[src/rtl/fprint_comparator_pkg.sv]
// Shared types and default widths for the fingerprint comparator.
package fprint_comparator_pkg;

  localparam int CRC_WIDTH      = 32;
  localparam int RAM_ADDR_WIDTH = 4;
  localparam int KEY_WIDTH      = 4;
  localparam int KEY_SIZE       = 16;
  localparam int PTR_WIDTH      = RAM_ADDR_WIDTH + 1;
  localparam int CNT_WIDTH      = 8;

  typedef logic [CRC_WIDTH-1:0]      crc_t;
  typedef logic [PTR_WIDTH-1:0]      ptr_t;
  typedef logic [RAM_ADDR_WIDTH-1:0] addr_t;
  typedef logic [KEY_WIDTH-1:0]      key_t;
  typedef logic [KEY_SIZE-1:0]       mask_t;

  typedef enum logic [2:0] {
    ST_IDLE       = 3'd0,
    ST_READ       = 3'd1,
    ST_COMPARE    = 3'd2,
    ST_RESET_TASK = 3'd3,
    ST_REPORT     = 3'd4
  } state_t;

  typedef enum logic [1:0] {
    FAULT_CORE0   = 2'd0,
    FAULT_CORE1   = 2'd1,
    FAULT_CORE2   = 2'd2,
    FAULT_UNKNOWN = 2'd3
  } fault_t;

endpackage

[src/rtl/fprint_comparator_if.sv]
// Bundle between fprint_registers / status consumer and the comparator.
// master = comparator side, slave = register file and status consumer side.
interface fprint_comparator_if;
  import fprint_comparator_pkg::*;

  crc_t  fprint_0;
  crc_t  fprint_1;
  crc_t  fprint_2;
  ptr_t  fprint_head_pointer_0;
  ptr_t  fprint_head_pointer_1;
  ptr_t  fprint_head_pointer_2;
  addr_t comp_tail_pointer_0;
  addr_t comp_tail_pointer_1;
  addr_t comp_tail_pointer_2;
  key_t  comp_task_id;
  mask_t fprint_nmr;
  mask_t fprint_checkin;
  logic  fprint_reset_task;
  logic  fprint_reset_task_ack;
  key_t  comparator_task_id;
  logic  status_valid;
  logic  status_mismatch;
  logic  [1:0] status_faulty_core;
  key_t  status_task_id;
  logic  [CNT_WIDTH-1:0] status_mismatch_count;

  modport master (
    input  fprint_0, fprint_1, fprint_2,
    input  fprint_head_pointer_0, fprint_head_pointer_1, fprint_head_pointer_2,
    input  comp_task_id, fprint_nmr, fprint_checkin, fprint_reset_task_ack,
    output comp_tail_pointer_0, comp_tail_pointer_1, comp_tail_pointer_2,
    output fprint_reset_task, comparator_task_id,
    output status_valid, status_mismatch, status_faulty_core, status_task_id,
    output status_mismatch_count
  );

  modport slave (
    output fprint_0, fprint_1, fprint_2,
    output fprint_head_pointer_0, fprint_head_pointer_1, fprint_head_pointer_2,
    output comp_task_id, fprint_nmr, fprint_checkin, fprint_reset_task_ack,
    input  comp_tail_pointer_0, comp_tail_pointer_1, comp_tail_pointer_2,
    input  fprint_reset_task, comparator_task_id,
    input  status_valid, status_mismatch, status_faulty_core, status_task_id,
    input  status_mismatch_count
  );
endinterface

[src/rtl/fprint_comparator_vote.sv]
// Combinational majority vote over up to three fingerprints (DMR when tmr_i = 0).
module fprint_vote
  import fprint_comparator_pkg::*;
(
  input  crc_t   fp0_i,
  input  crc_t   fp1_i,
  input  crc_t   fp2_i,
  input  logic   tmr_i,
  output logic   mismatch_o,
  output fault_t faulty_o
);

  logic eq01, eq02, eq12;

  assign eq01 = (fp0_i == fp1_i);
  assign eq02 = (fp0_i == fp2_i);
  assign eq12 = (fp1_i == fp2_i);

  // NOTE: every output gets a default first so no path through the block infers a latch.
  always_comb begin
    mismatch_o = 1'b0;
    faulty_o   = FAULT_CORE0;
    if (!tmr_i) begin
      if (!eq01) begin
        mismatch_o = 1'b1;
        faulty_o   = FAULT_UNKNOWN;
      end
    end else if (!(eq01 && eq12)) begin
      mismatch_o = 1'b1;
      if (eq01)      faulty_o = FAULT_CORE2;
      else if (eq02) faulty_o = FAULT_CORE1;
      else if (eq12) faulty_o = FAULT_CORE0;
      else           faulty_o = FAULT_UNKNOWN;
    end
  end

endmodule

[src/rtl/fprint_comparator.sv]
// Streams per-core fingerprints, votes a faulty core and reports once per task.
// Optional FPRINT_MISMATCH_COUNT_EN adds a saturating per-task mismatch counter.
module fprint_comparator
  import fprint_comparator_pkg::*;
(
  input logic          clk,
  input logic          reset,
  fprint_comparator_if.master bus
);

  state_t state_q, state_d;
  logic [2:0][PTR_WIDTH-1:0] tail_q, tail_d;
  logic [2:0][PTR_WIDTH-1:0] head;
  key_t   task_q, task_d;
  logic   mismatch_q, mismatch_d;
  fault_t fault_q, fault_d;

  logic   tmr;
  logic [2:0] empty, active;
  logic   all_ready, all_empty, start_reset;
  logic   vote_mismatch;
  fault_t vote_fault;

  logic   reset_task;
  logic   st_valid_d, st_mm_d;
  fault_t st_fault_d;
  key_t   st_id_d;
  logic   st_valid_q, st_mm_q;
  fault_t st_fault_q;
  key_t   st_id_q;

  assign head      = {bus.fprint_head_pointer_2, bus.fprint_head_pointer_1,
                      bus.fprint_head_pointer_0};
  assign tmr       = bus.fprint_nmr[bus.comp_task_id];
  assign active    = {tmr, 2'b11};
  // Full-width compare: the wrap bit separates "empty" from "full".
  assign empty[0]  = (tail_q[0] == head[0]);
  assign empty[1]  = (tail_q[1] == head[1]);
  assign empty[2]  = (tail_q[2] == head[2]);
  assign all_ready = &(~empty | ~active);
  assign all_empty = &(empty | ~active);
  assign start_reset = bus.fprint_checkin[bus.comp_task_id] && all_empty;

  fprint_vote u_vote (
    .fp0_i      (bus.fprint_0),
    .fp1_i      (bus.fprint_1),
    .fp2_i      (bus.fprint_2),
    .tmr_i      (tmr),
    .mismatch_o (vote_mismatch),
    .faulty_o   (vote_fault)
  );

  // NOTE: sequential state uses non-blocking assignments so all flops update together.
  always_ff @(posedge clk) begin
    if (reset) state_q <= ST_IDLE;
    else       state_q <= state_d;
  end

  always_comb begin
    state_d = state_q;
    case (state_q)
      ST_IDLE: begin
        if (all_ready)        state_d = ST_READ;
        else if (start_reset) state_d = ST_RESET_TASK;
      end
      ST_READ:       state_d = ST_COMPARE;
      ST_COMPARE:    state_d = ST_IDLE;
      ST_RESET_TASK: if (bus.fprint_reset_task_ack) state_d = ST_REPORT;
      ST_REPORT:     state_d = ST_IDLE;
      default:       state_d = ST_IDLE;
    endcase
  end

  always_comb begin
    reset_task = (state_q == ST_RESET_TASK);
    st_valid_d = 1'b0;
    st_mm_d    = 1'b0;
    st_fault_d = FAULT_CORE0;
    st_id_d    = '0;
    if (state_q == ST_REPORT) begin
      st_valid_d = 1'b1;
      st_mm_d    = mismatch_q;
      st_fault_d = fault_q;
      st_id_d    = task_q;
    end
  end

  always_comb begin
    tail_d     = tail_q;
    task_d     = task_q;
    mismatch_d = mismatch_q;
    fault_d    = fault_q;
    case (state_q)
      ST_IDLE: if (!all_ready && start_reset) task_d = bus.comp_task_id;
      ST_COMPARE: begin
        tail_d[0] = tail_q[0] + PTR_WIDTH'(1);
        tail_d[1] = tail_q[1] + PTR_WIDTH'(1);
        if (tmr) tail_d[2] = tail_q[2] + PTR_WIDTH'(1);
        if (vote_mismatch) begin
          mismatch_d = 1'b1;
          if (!mismatch_q) fault_d = vote_fault;
        end
      end
      // Snapping every tail also flushes core-2 data left over from a DMR task.
      ST_RESET_TASK: if (bus.fprint_reset_task_ack) tail_d = head;
      ST_REPORT: begin
        mismatch_d = 1'b0;
        fault_d    = FAULT_CORE0;
      end
      default: ;
    endcase
  end

  always_ff @(posedge clk) begin
    if (reset) begin
      tail_q     <= '0;
      task_q     <= '0;
      mismatch_q <= 1'b0;
      fault_q    <= FAULT_CORE0;
      st_valid_q <= 1'b0;
      st_mm_q    <= 1'b0;
      st_fault_q <= FAULT_CORE0;
      st_id_q    <= '0;
    end else begin
      tail_q     <= tail_d;
      task_q     <= task_d;
      mismatch_q <= mismatch_d;
      fault_q    <= fault_d;
      st_valid_q <= st_valid_d;
      st_mm_q    <= st_mm_d;
      st_fault_q <= st_fault_d;
      st_id_q    <= st_id_d;
    end
  end

`ifdef FPRINT_MISMATCH_COUNT_EN
  logic [CNT_WIDTH-1:0] cnt_q, cnt_d, st_cnt_q, st_cnt_d;

  always_comb begin
    cnt_d    = cnt_q;
    st_cnt_d = '0;
    if (state_q == ST_COMPARE && vote_mismatch && cnt_q != '1)
      cnt_d = cnt_q + CNT_WIDTH'(1);
    if (state_q == ST_REPORT) begin
      st_cnt_d = cnt_q;
      cnt_d    = '0;
    end
  end

  always_ff @(posedge clk) begin
    if (reset) begin
      cnt_q    <= '0;
      st_cnt_q <= '0;
    end else begin
      cnt_q    <= cnt_d;
      st_cnt_q <= st_cnt_d;
    end
  end

  assign bus.status_mismatch_count = st_cnt_q;
`else
  assign bus.status_mismatch_count = '0;
`endif

  assign bus.comp_tail_pointer_0 = tail_q[0][RAM_ADDR_WIDTH-1:0];
  assign bus.comp_tail_pointer_1 = tail_q[1][RAM_ADDR_WIDTH-1:0];
  assign bus.comp_tail_pointer_2 = tail_q[2][RAM_ADDR_WIDTH-1:0];
  assign bus.fprint_reset_task   = reset_task;
  assign bus.comparator_task_id  = task_q;
  assign bus.status_valid        = st_valid_q;
  assign bus.status_mismatch     = st_mm_q;
  assign bus.status_faulty_core  = st_fault_q;
  assign bus.status_task_id      = st_id_q;

endmodule

[src/flat_wrapper.sv]
// flat-port wrapper written by rule: the top's interface ports become plain ports
module fprint_comparator_flat import fprint_comparator_pkg::*;
  (clk, reset, bus_fprint_0, bus_fprint_1, bus_fprint_2, bus_fprint_head_pointer_0, bus_fprint_head_pointer_1, bus_fprint_head_pointer_2, bus_comp_task_id, bus_fprint_nmr, bus_fprint_checkin, bus_fprint_reset_task_ack, bus_comp_tail_pointer_0, bus_comp_tail_pointer_1, bus_comp_tail_pointer_2, bus_fprint_reset_task, bus_comparator_task_id, bus_status_valid, bus_status_mismatch, bus_status_faulty_core, bus_status_task_id, bus_status_mismatch_count);
  fprint_comparator_if bus_i ();
  input logic clk;
  input logic reset;
  input wire logic [$bits(bus_i.fprint_0)-1:0] bus_fprint_0;
  input wire logic [$bits(bus_i.fprint_1)-1:0] bus_fprint_1;
  input wire logic [$bits(bus_i.fprint_2)-1:0] bus_fprint_2;
  input wire logic [$bits(bus_i.fprint_head_pointer_0)-1:0] bus_fprint_head_pointer_0;
  input wire logic [$bits(bus_i.fprint_head_pointer_1)-1:0] bus_fprint_head_pointer_1;
  input wire logic [$bits(bus_i.fprint_head_pointer_2)-1:0] bus_fprint_head_pointer_2;
  input wire logic [$bits(bus_i.comp_task_id)-1:0] bus_comp_task_id;
  input wire logic [$bits(bus_i.fprint_nmr)-1:0] bus_fprint_nmr;
  input wire logic [$bits(bus_i.fprint_checkin)-1:0] bus_fprint_checkin;
  input wire logic [$bits(bus_i.fprint_reset_task_ack)-1:0] bus_fprint_reset_task_ack;
  output wire logic [$bits(bus_i.comp_tail_pointer_0)-1:0] bus_comp_tail_pointer_0;
  output wire logic [$bits(bus_i.comp_tail_pointer_1)-1:0] bus_comp_tail_pointer_1;
  output wire logic [$bits(bus_i.comp_tail_pointer_2)-1:0] bus_comp_tail_pointer_2;
  output wire logic [$bits(bus_i.fprint_reset_task)-1:0] bus_fprint_reset_task;
  output wire logic [$bits(bus_i.comparator_task_id)-1:0] bus_comparator_task_id;
  output wire logic [$bits(bus_i.status_valid)-1:0] bus_status_valid;
  output wire logic [$bits(bus_i.status_mismatch)-1:0] bus_status_mismatch;
  output wire logic [$bits(bus_i.status_faulty_core)-1:0] bus_status_faulty_core;
  output wire logic [$bits(bus_i.status_task_id)-1:0] bus_status_task_id;
  output wire logic [$bits(bus_i.status_mismatch_count)-1:0] bus_status_mismatch_count;
  assign bus_i.fprint_0 = bus_fprint_0;
  assign bus_i.fprint_1 = bus_fprint_1;
  assign bus_i.fprint_2 = bus_fprint_2;
  assign bus_i.fprint_head_pointer_0 = bus_fprint_head_pointer_0;
  assign bus_i.fprint_head_pointer_1 = bus_fprint_head_pointer_1;
  assign bus_i.fprint_head_pointer_2 = bus_fprint_head_pointer_2;
  assign bus_i.comp_task_id = bus_comp_task_id;
  assign bus_i.fprint_nmr = bus_fprint_nmr;
  assign bus_i.fprint_checkin = bus_fprint_checkin;
  assign bus_i.fprint_reset_task_ack = bus_fprint_reset_task_ack;
  assign bus_comp_tail_pointer_0 = bus_i.comp_tail_pointer_0;
  assign bus_comp_tail_pointer_1 = bus_i.comp_tail_pointer_1;
  assign bus_comp_tail_pointer_2 = bus_i.comp_tail_pointer_2;
  assign bus_fprint_reset_task = bus_i.fprint_reset_task;
  assign bus_comparator_task_id = bus_i.comparator_task_id;
  assign bus_status_valid = bus_i.status_valid;
  assign bus_status_mismatch = bus_i.status_mismatch;
  assign bus_status_faulty_core = bus_i.status_faulty_core;
  assign bus_status_task_id = bus_i.status_task_id;
  assign bus_status_mismatch_count = bus_i.status_mismatch_count;
  fprint_comparator u_core (.clk(clk), .reset(reset), .bus(bus_i));
endmodule
[config.mk]
export PLATFORM = sky130hd
export DESIGN_NAME = fprint_comparator_flat
export DESIGN_NICKNAME = d
export VERILOG_FILES = /design/src/rtl/fprint_comparator_pkg.sv /design/src/rtl/fprint_comparator_if.sv /design/src/rtl/fprint_comparator_vote.sv /design/src/rtl/fprint_comparator.sv /design/src/flat_wrapper.sv
export SDC_FILE = /design/constraint.sdc
export NUM_CORES = 1
export LEC_CHECK = 0
export CAP_MARGIN = 10
export CORE_MARGIN = 10
export CORE_UTILIZATION = 40
export CTS_CLUSTER_SIZE = 8
export DETAILED_ROUTE_END_ITERATION = 12
export PLACE_DENSITY = 0.93
export SYNTH_ARGS = -nofsm -noshare
export SYNTH_HDL_FRONTEND = slang
export SYNTH_SLANG_ARGS = --single-unit
export TNS_END_PERCENT = 100
[constraint.sdc]
create_clock -name clk -period 2.4 [get_ports clk]
set_input_delay 0.36 -clock clk [delete_from_list [all_inputs] [get_ports clk]]
set_output_delay 0.36 -clock clk [all_outputs]
set_load 0.02 [all_outputs]
==> results of run 1 <==
==> flip-flops by register name (all words and copies together) (netlist names) <==
name	flops
u_core.bus.comp_tail_pointer_0	4
u_core.bus.comp_tail_pointer_1	4
u_core.bus.comp_tail_pointer_2	4
u_core.bus.comparator_task_id	4
u_core.bus.status_task_id	4
u_core.state_q	3
u_core.tail_q	3
u_core.bus.status_faulty_core	2
u_core.fault_q	2
u_core.bus.status_mismatch	1
u_core.bus.status_valid	1
u_core.mismatch_q	1
==> worst max-delay path, cell delays in order <==
cell,delay [ps]
clkdlybuf4s50_1,610
mux4_2,380
a22oi_4,250
nand2_4,110
a2111oi_4,350
buf_4,200
mux2i_1,180
==> per-stage QoR <==
stage / setup TNS [ps] / total power [mW] / worst slack, ps / util (%)
after global routing: 0 / 2.114 / 67.12 / 64.77
final: 0 / 2.018 / 180.1 / 64.77
after global placement: -1317 / 1.571 / -197.3 / 63.50
after floorplan: 0 / 1.149 / 317.0 / -
after CTS: 0 / 2.013 / 22.37 / 64.56
after detailed placement: -2214 / 1.603 / -272.9 / 63.50
==> logic make-up (layout without fill, tap and decap cells) <==
logic type / after synthesis / in the layout
muxes: 15 / 15
AOI/OAI and AO/OA: 56 / 56
adders and majority gates: 3 / 3
xor gates and xnor gates: 113 / 113
DFF: 33 / 33
other: 1 / 8
buffers and inverters: 35 / 210
and+or+nand+nor: 135 / 135
==> final cells by class <==
class | count | area, sq um | area share, %
multi-input cells | 330 | 2455 | 46.59
flip-flops and latches | 33 | 660.6 | 12.54
well taps | 105 | 131.4 | 2.493
repair buffers | 196 | 1913 | 36.31
clock inverters | 3 | 17.52 | 0.3325
inverters | 6 | 22.52 | 0.4275
clock buffers | 5 | 68.82 | 1.306
==> power breakdown <==
part / internal, mW / leakage [nW] / switching (mW)
clock: 0.200 / 0.0439 / 0.218
combinational: 0.524 / 1.59 / 0.433
sequential: 0.588 / 0.267 / 0.0550
==> placed cells by master (no fill, tap or decap), types with 8 or more instances in the layout <==
cell,synthesis,routed
nor4_1,12,12
xnor2_1,75,75
conb_1,1,8
buf_4,20,21
nand2_1,23,23
nand3_1,12,12
o21ai_0,16,16
mux4_2,8,8
nor2_1,25,25
clkdlybuf4s50_1,0,173
dfxtp_1,33,33
and2_1,10,10
a21oi_1,11,11
nand2b_1,10,10
nand4_1,21,21
xor2_1,38,38
==> path summary, 6_finish.rpt <==
path                                           from                                to  slack [ps]  depth (start not counted)
hold reg to reg                   u_core.fault_q[0]  u_core.bus.status_faulty_core[0]         480                          1
hold / removal                    u_core.fault_q[0]  u_core.bus.status_faulty_core[0]         480                          1
setup reg to reg  u_core.bus.comp_tail_pointer_0[2]  u_core.bus.comparator_task_id[3]         370                          8
setup / recovery                bus_comp_task_id[1]  u_core.bus.comparator_task_id[3]         180                          7
==> per-layer routing <==
| metal | global-route usage [%] | wire length, um | vias to the layer above |
|---|---|---|---|
| li1 | - | - | 1719 |
| met2 | 36.48 | 6486 | 181 |
| met3 | 7.684 | 1341 | 20 |
| met5 | 0 | 0 | - |
| met1 | 18.34 | 4343 | 1633 |
| met4 | 6.424 | 322 | 0 |
==> repair_timing <==
item | in CTS | in global routing
endpoints found under the setup margin | 0 | 6
setup buffers | 0 | 1
resized for setup | 0 | 3
==> out/metrics.yaml, run 1 <==
run_status:
  status: "completed"
clock_tree:
  cts_num_sinks: 33
  root_buffer: "clkbuf_8"
  clockBufferDepth: 2
  clk_pin_slew_worst_paths_ps: 70
  cts_buffers: 5
  cts_tree: "yes"
  hold_buffers: 0
  clock_latency_ps: 290
  cts.htree.levels: 2
layout:
  drive_above_1_share_pct: 8.202
  area_growth_pct: 59.63
  layoutNonFillerInstCount: 678
  diodes: 0
  nets: 725
  final_area_sq_mm: 0.005269
  fill_cells: 620
sta:
  finalSetupViolCount: 0
  fmax_ghz: 0.4505
  fin_hold_ws_ps: 475.7
  skew_ps: 8.268
  drv_slew: 0
  layout_min_cycle_time_ps: 2220
  fin_crit_sh_pct: 92.50
  rsz0062_at_grt: "no"
  final_hold_viol_count: 0
yosys:
  ys.flop_type: "dfxtp_1"
  syn_inst: 391
  synthAdderAreaFrac_pct: 1.137
  synth_edf_count: 0
  synth_xor_area_share_pct: 29.98
  yosys-top-cells-count: "xnor2_1 (75), xor2_1 (38), dfxtp_1 (33)"
  synth_top_family_by_area: "XOR/XNOR gates"
  yosysTopAreaCell: "dfxtp_1"
  synth-seq-cells: 33
  yosysTopAreaCellShare_pct: 20.02
  yosys_warnings: 0
  synthArstFlopShare_pct: 0
  synth.distinct_cells: 46
  synthMuxAreaShare_pct: 7.582
  post-synth-top-count-cell: "xnor2_1"
  synthSimpleGateAreaFrac_pct: 21.80
  yosysSeqAreaShare_pct: 20.02
  synth_area_leaders: "dfxtp_1 (20%), xnor2_1 (20%), xor2_1 (10%), mux4_2 (5.5%), buf_4 (4.5%)"
  synth.avg_cell_area_sq_um: 8.442
  netlist_area_sq_mm: 0.003301
  synth-compound-area-share_pct: 12.85
placement:
  place_hpwl_um: 11060
  gp_congestion: 0.8778
  dpl_cell_area_sq_mm: 0.005165
  placed_cells: 669
  port_buffers: 174
route:
  drtIter0Drc: 161
  drt_wl_total_um: 12490
  viasPerCell: 5.240
  wl_per_cell_um: 18.43
  first_pass_iters: 4
  vias: 3553
  drc: 0
  ant_nets: 0
critical_path:
  worstSetupEndpointType: "flop"
  startpoint_type: "input pin"
  crit_type: "in -> reg"
  path_max_fanout: 6
  crit_required_ps: 2620
  critPathArrivalTime_ps: 2440
global_route:
  grt-ovfl-total: 0
  grt_pass1_vias: 3958
  grt_start_max_net_pins: 18
  grt_pass1_wl_um: 19870
  antenna_found_initial: 0
  track_usage_pct: 19.27
die:
  start_util_pct: 40.58
  die_x_um: 110.8
  die_h_um: 110.8
  die_area_sq_mm: 0.01229
  ios: 183
  coreArea_sq_mm: 0.008134
  rows: 33
pwr:
  ir_drop_mv: 0.2242
  leakage_nw: 1.906
  p_per_area_mw_per_mm2: 383.1
flow_run:
  cap_violations: 0
min_path:
  hold_path_class: "reg -> reg"
No activity file was read; power rests on OpenSTA's default activity.
==> inputs of run 2 (changes only) <==
Settings changed: ABC_CLOCK_PERIOD_IN_PS set to 2400, CAP_MARGIN 10 to not set, SKIP_LAST_GASP set to 1.
==> results of run 2 <==
No change in the layout: final DEF, timing and power equal those of run 1.
==> inputs of run 3 (changes only) <==
--- a/config.mk
+++ b/config.mk
@@ -12,4 +12,5 @@
 export DETAILED_ROUTE_END_ITERATION = 12
 export PLACE_DENSITY = 0.93
+export SKIP_CTS_REPAIR_TIMING = 1
 export SKIP_LAST_GASP = 1
 export SYNTH_ARGS = -nofsm -noshare
==> constraint.sdc (replaced) <==
create_clock -name clk -period 2.4 [get_ports clk]
set_input_delay 0.72 -clock clk [delete_from_list [all_inputs] [get_ports clk]]
set_output_delay 0.72 -clock clk [all_outputs]
set_load 0.02 [all_outputs]
==> run 3 against run 2 <==
Effect of this change: critical path type unchanged; via count grew 7.7%; global-route usage is 1.1 points higher; clock-buffer cell count unchanged; register-to-register slack about the same; setup slack worse by 150 ps; largest cell class unchanged; critical path depth increased by 1; utilization increased by 5.6 points; wire length up 10%.
==> out/metrics.yaml, run 3 (synthesized netlist as in run 1, its figures left out) <==
run_status:
  status: "completed"
critical_path:
  timing.rr.end: "u_core.state_q[0]"
  slowest_stage: "mux4_2"
  reg2reg_depth: 8  # unchanged
  startpoint_type: "input pin"
  critPathBufInv: 3  # +1
  slowest_delay_ps: 540  # -70 ps
  path_max_fanout: 7  # +1
  crit_start: "bus_comp_task_id[0]"
  worstSetupEndpointType: "flop"
  reg2reg_slack_ps: 360  # about the same
  crit_type: "in -> reg"
  crit_chain: "clkbuf_2, buf_12, mux4_2, a22oi_4, nand2_4, a2111oi_4, buf_4, mux2i_1"
  critPathArrivalTime_ps: 2600  # +160 ps
  crit_required_ps: 2620  # about the same
  r2r_start: "u_core.bus.comp_tail_pointer_1[0]"
  cpLargestDelayFamily: "multiplexers"
die:
  coreArea_sq_mm: 0.008134  # unchanged
  start_util_pct: 40.58  # unchanged
  rows: 33  # unchanged
  die_h_um: 110.8  # unchanged
  die_area_sq_mm: 0.01229  # unchanged
  ios: 183  # unchanged
  die_x_um: 110.8  # unchanged
pwr:
  ir_drop_mv: 0.2327  # +3.8%
  p_per_area_mw_per_mm2: 367.8  # -4.0%
  leakage_nw: 2.423  # +27%
  design_power_total_mw: 2.106  # +4.3%
route:
  viasPerCell: 5.331  # +1.7%
  drc: 0  # unchanged
  ant_nets: 0  # unchanged
  drtIter0Drc: 194  # +20%
  vias: 3828  # +7.7%
  drt_wl_total_um: 13780  # +10%
  first_pass_iters: 6  # +2
  wl_per_cell_um: 19.19  # +4.1%
layout:
  final_area_sq_mm: 0.005724  # +8.6%
  final_cell_mix: "clkdlybuf4s50_1 (141), xnor2_1 (72), buf_4 (61), xor2_1 (38), dfxtp_1 (33)"
  diodes: 0  # unchanged
  drive_above_1_share_pct: 16.48  # +8.3 points
  nets: 765  # +5.5%
  area_growth_pct: 73.43
  layout_commonest_cell: "clkdlybuf4s50_1"
min_path:
  hold_path_class: "reg -> reg"
  min_from: "u_core.fault_q[0]"
  min_path_cells: 1  # unchanged
  hold-path-endpoint: "u_core.bus.status_faulty_core[0]"
placement:
  gp_congestion: 0.9540  # +8.7%
  place_hpwl_um: 11580  # +4.7%
  dpl_cell_area_sq_mm: 0.005448  # +5.5%
  port_buffers: 174  # unchanged
flow_run:
  cap_violations: 0  # unchanged
global_route:
  grt_start_max_net_pins: 15  # -3
  grt-ovfl-total: 0  # unchanged
  track_usage_pct: 20.39  # +1.1 points
  grt_pass1_wl_um: 20910  # +5.2%
  antenna_found_initial: 0  # unchanged
  grt_pass1_vias: 4120  # +4.1%
clock_tree:
  cts.htree.levels: 2  # unchanged
  root_buffer: "clkbuf_8"
  clockBufferDepth: 2  # unchanged
  clk_pin_slew_worst_paths_ps: 70  # about the same
  cts_buffers: 5  # unchanged
  cts_tree: "yes"
  clock_latency_ps: 300  # about the same
  cts_num_sinks: 33  # unchanged
sta:
  skew_ps: 5.957  # -2.311 ps
  layout_min_cycle_time_ps: 2374  # +154.0 ps
  fmax_ghz: 0.4213  # -6.5%
  finalSetupTns_ps: 0  # unchanged
  fin_crit_sh_pct: 98.91  # +6.4 points
  drv_slew: 0  # unchanged
  finalSetupViolCount: 0  # unchanged
  rsz0062_at_grt: "yes"
  final_hold_viol_count: 0  # unchanged
-- run 3: worst reg2reg max path: stages (launching register included) --
cell and delay [ps]:
dfxtp_1 480, xnor2_1 110, nand3_1 100, nor3_2 50, buf_4 160, buf_4 130, or2_2 300, a22o_4 290
a2111oi_4 330
-- run 3: metrics by stage --
| stage | setup WS (ps) | hold WS (ps) | instances | utilization, % |
|---|---|---|---|---|
| after global routing | -97.27 | 490.6 | 718 | 70.37 |
| after floorplan | 11.21 | 422.9 | 398 | - |
| after CTS | -317.9 | 466.1 | 713 | 68.04 |
| final | 26.11 | 471.7 | 718 | 70.37 |
| after global placement | -548.1 | 447.6 | 705 | 66.97 |
| after detailed placement | -618.6 | 446.3 | 705 | 66.97 |
-- run 3: worst max path at each step --
stage	endpoint	depth (start not counted)
after floorplan	u_core.bus.comparator_task_id[0]	6
after global placement	u_core.bus.comparator_task_id[3]	8
after detailed placement	u_core.bus.comparator_task_id[1]	8
after CTS	u_core.bus.comparator_task_id[1]	8
after global routing	u_core.mismatch_q	8
final	u_core.bus.comparator_task_id[1]	8
-- run 3: cell type report --
class,instances,area (sq um)
clock buffer,5,68.82
clock inverter,3,17.52
fill,544,2410
inverter,6,22.52
multi-input combinational,330,2529
sequential,33,660.6
tap,105,131.4
timing repair buffer,236,2295
-- run 3: power by group --
group | leakage, nW | internal, mW | switching, mW
Combinational | 2.11 | 0.566 | 0.468
Clock | 0.0439 | 0.200 | 0.228
Sequential | 0.267 | 0.588 | 0.0557
Total | 2.42 | 1.35 | 0.751
-- run 3: layer usage --
| metal | vias up | GRT usage (%) | wire (um) | part of all wire [%] |
|---|---|---|---|---|
| met5 | - | 0 | 0 | 0 |
| met4 | 0 | 5.556 | 305 | 2.2 |
| met3 | 27 | 8.333 | 1332 | 9.7 |
| met2 | 218 | 38.44 | 7487 | 54 |
| met1 | 1777 | 19.87 | 4651 | 34 |
| li1 | 1806 | - | - | - |
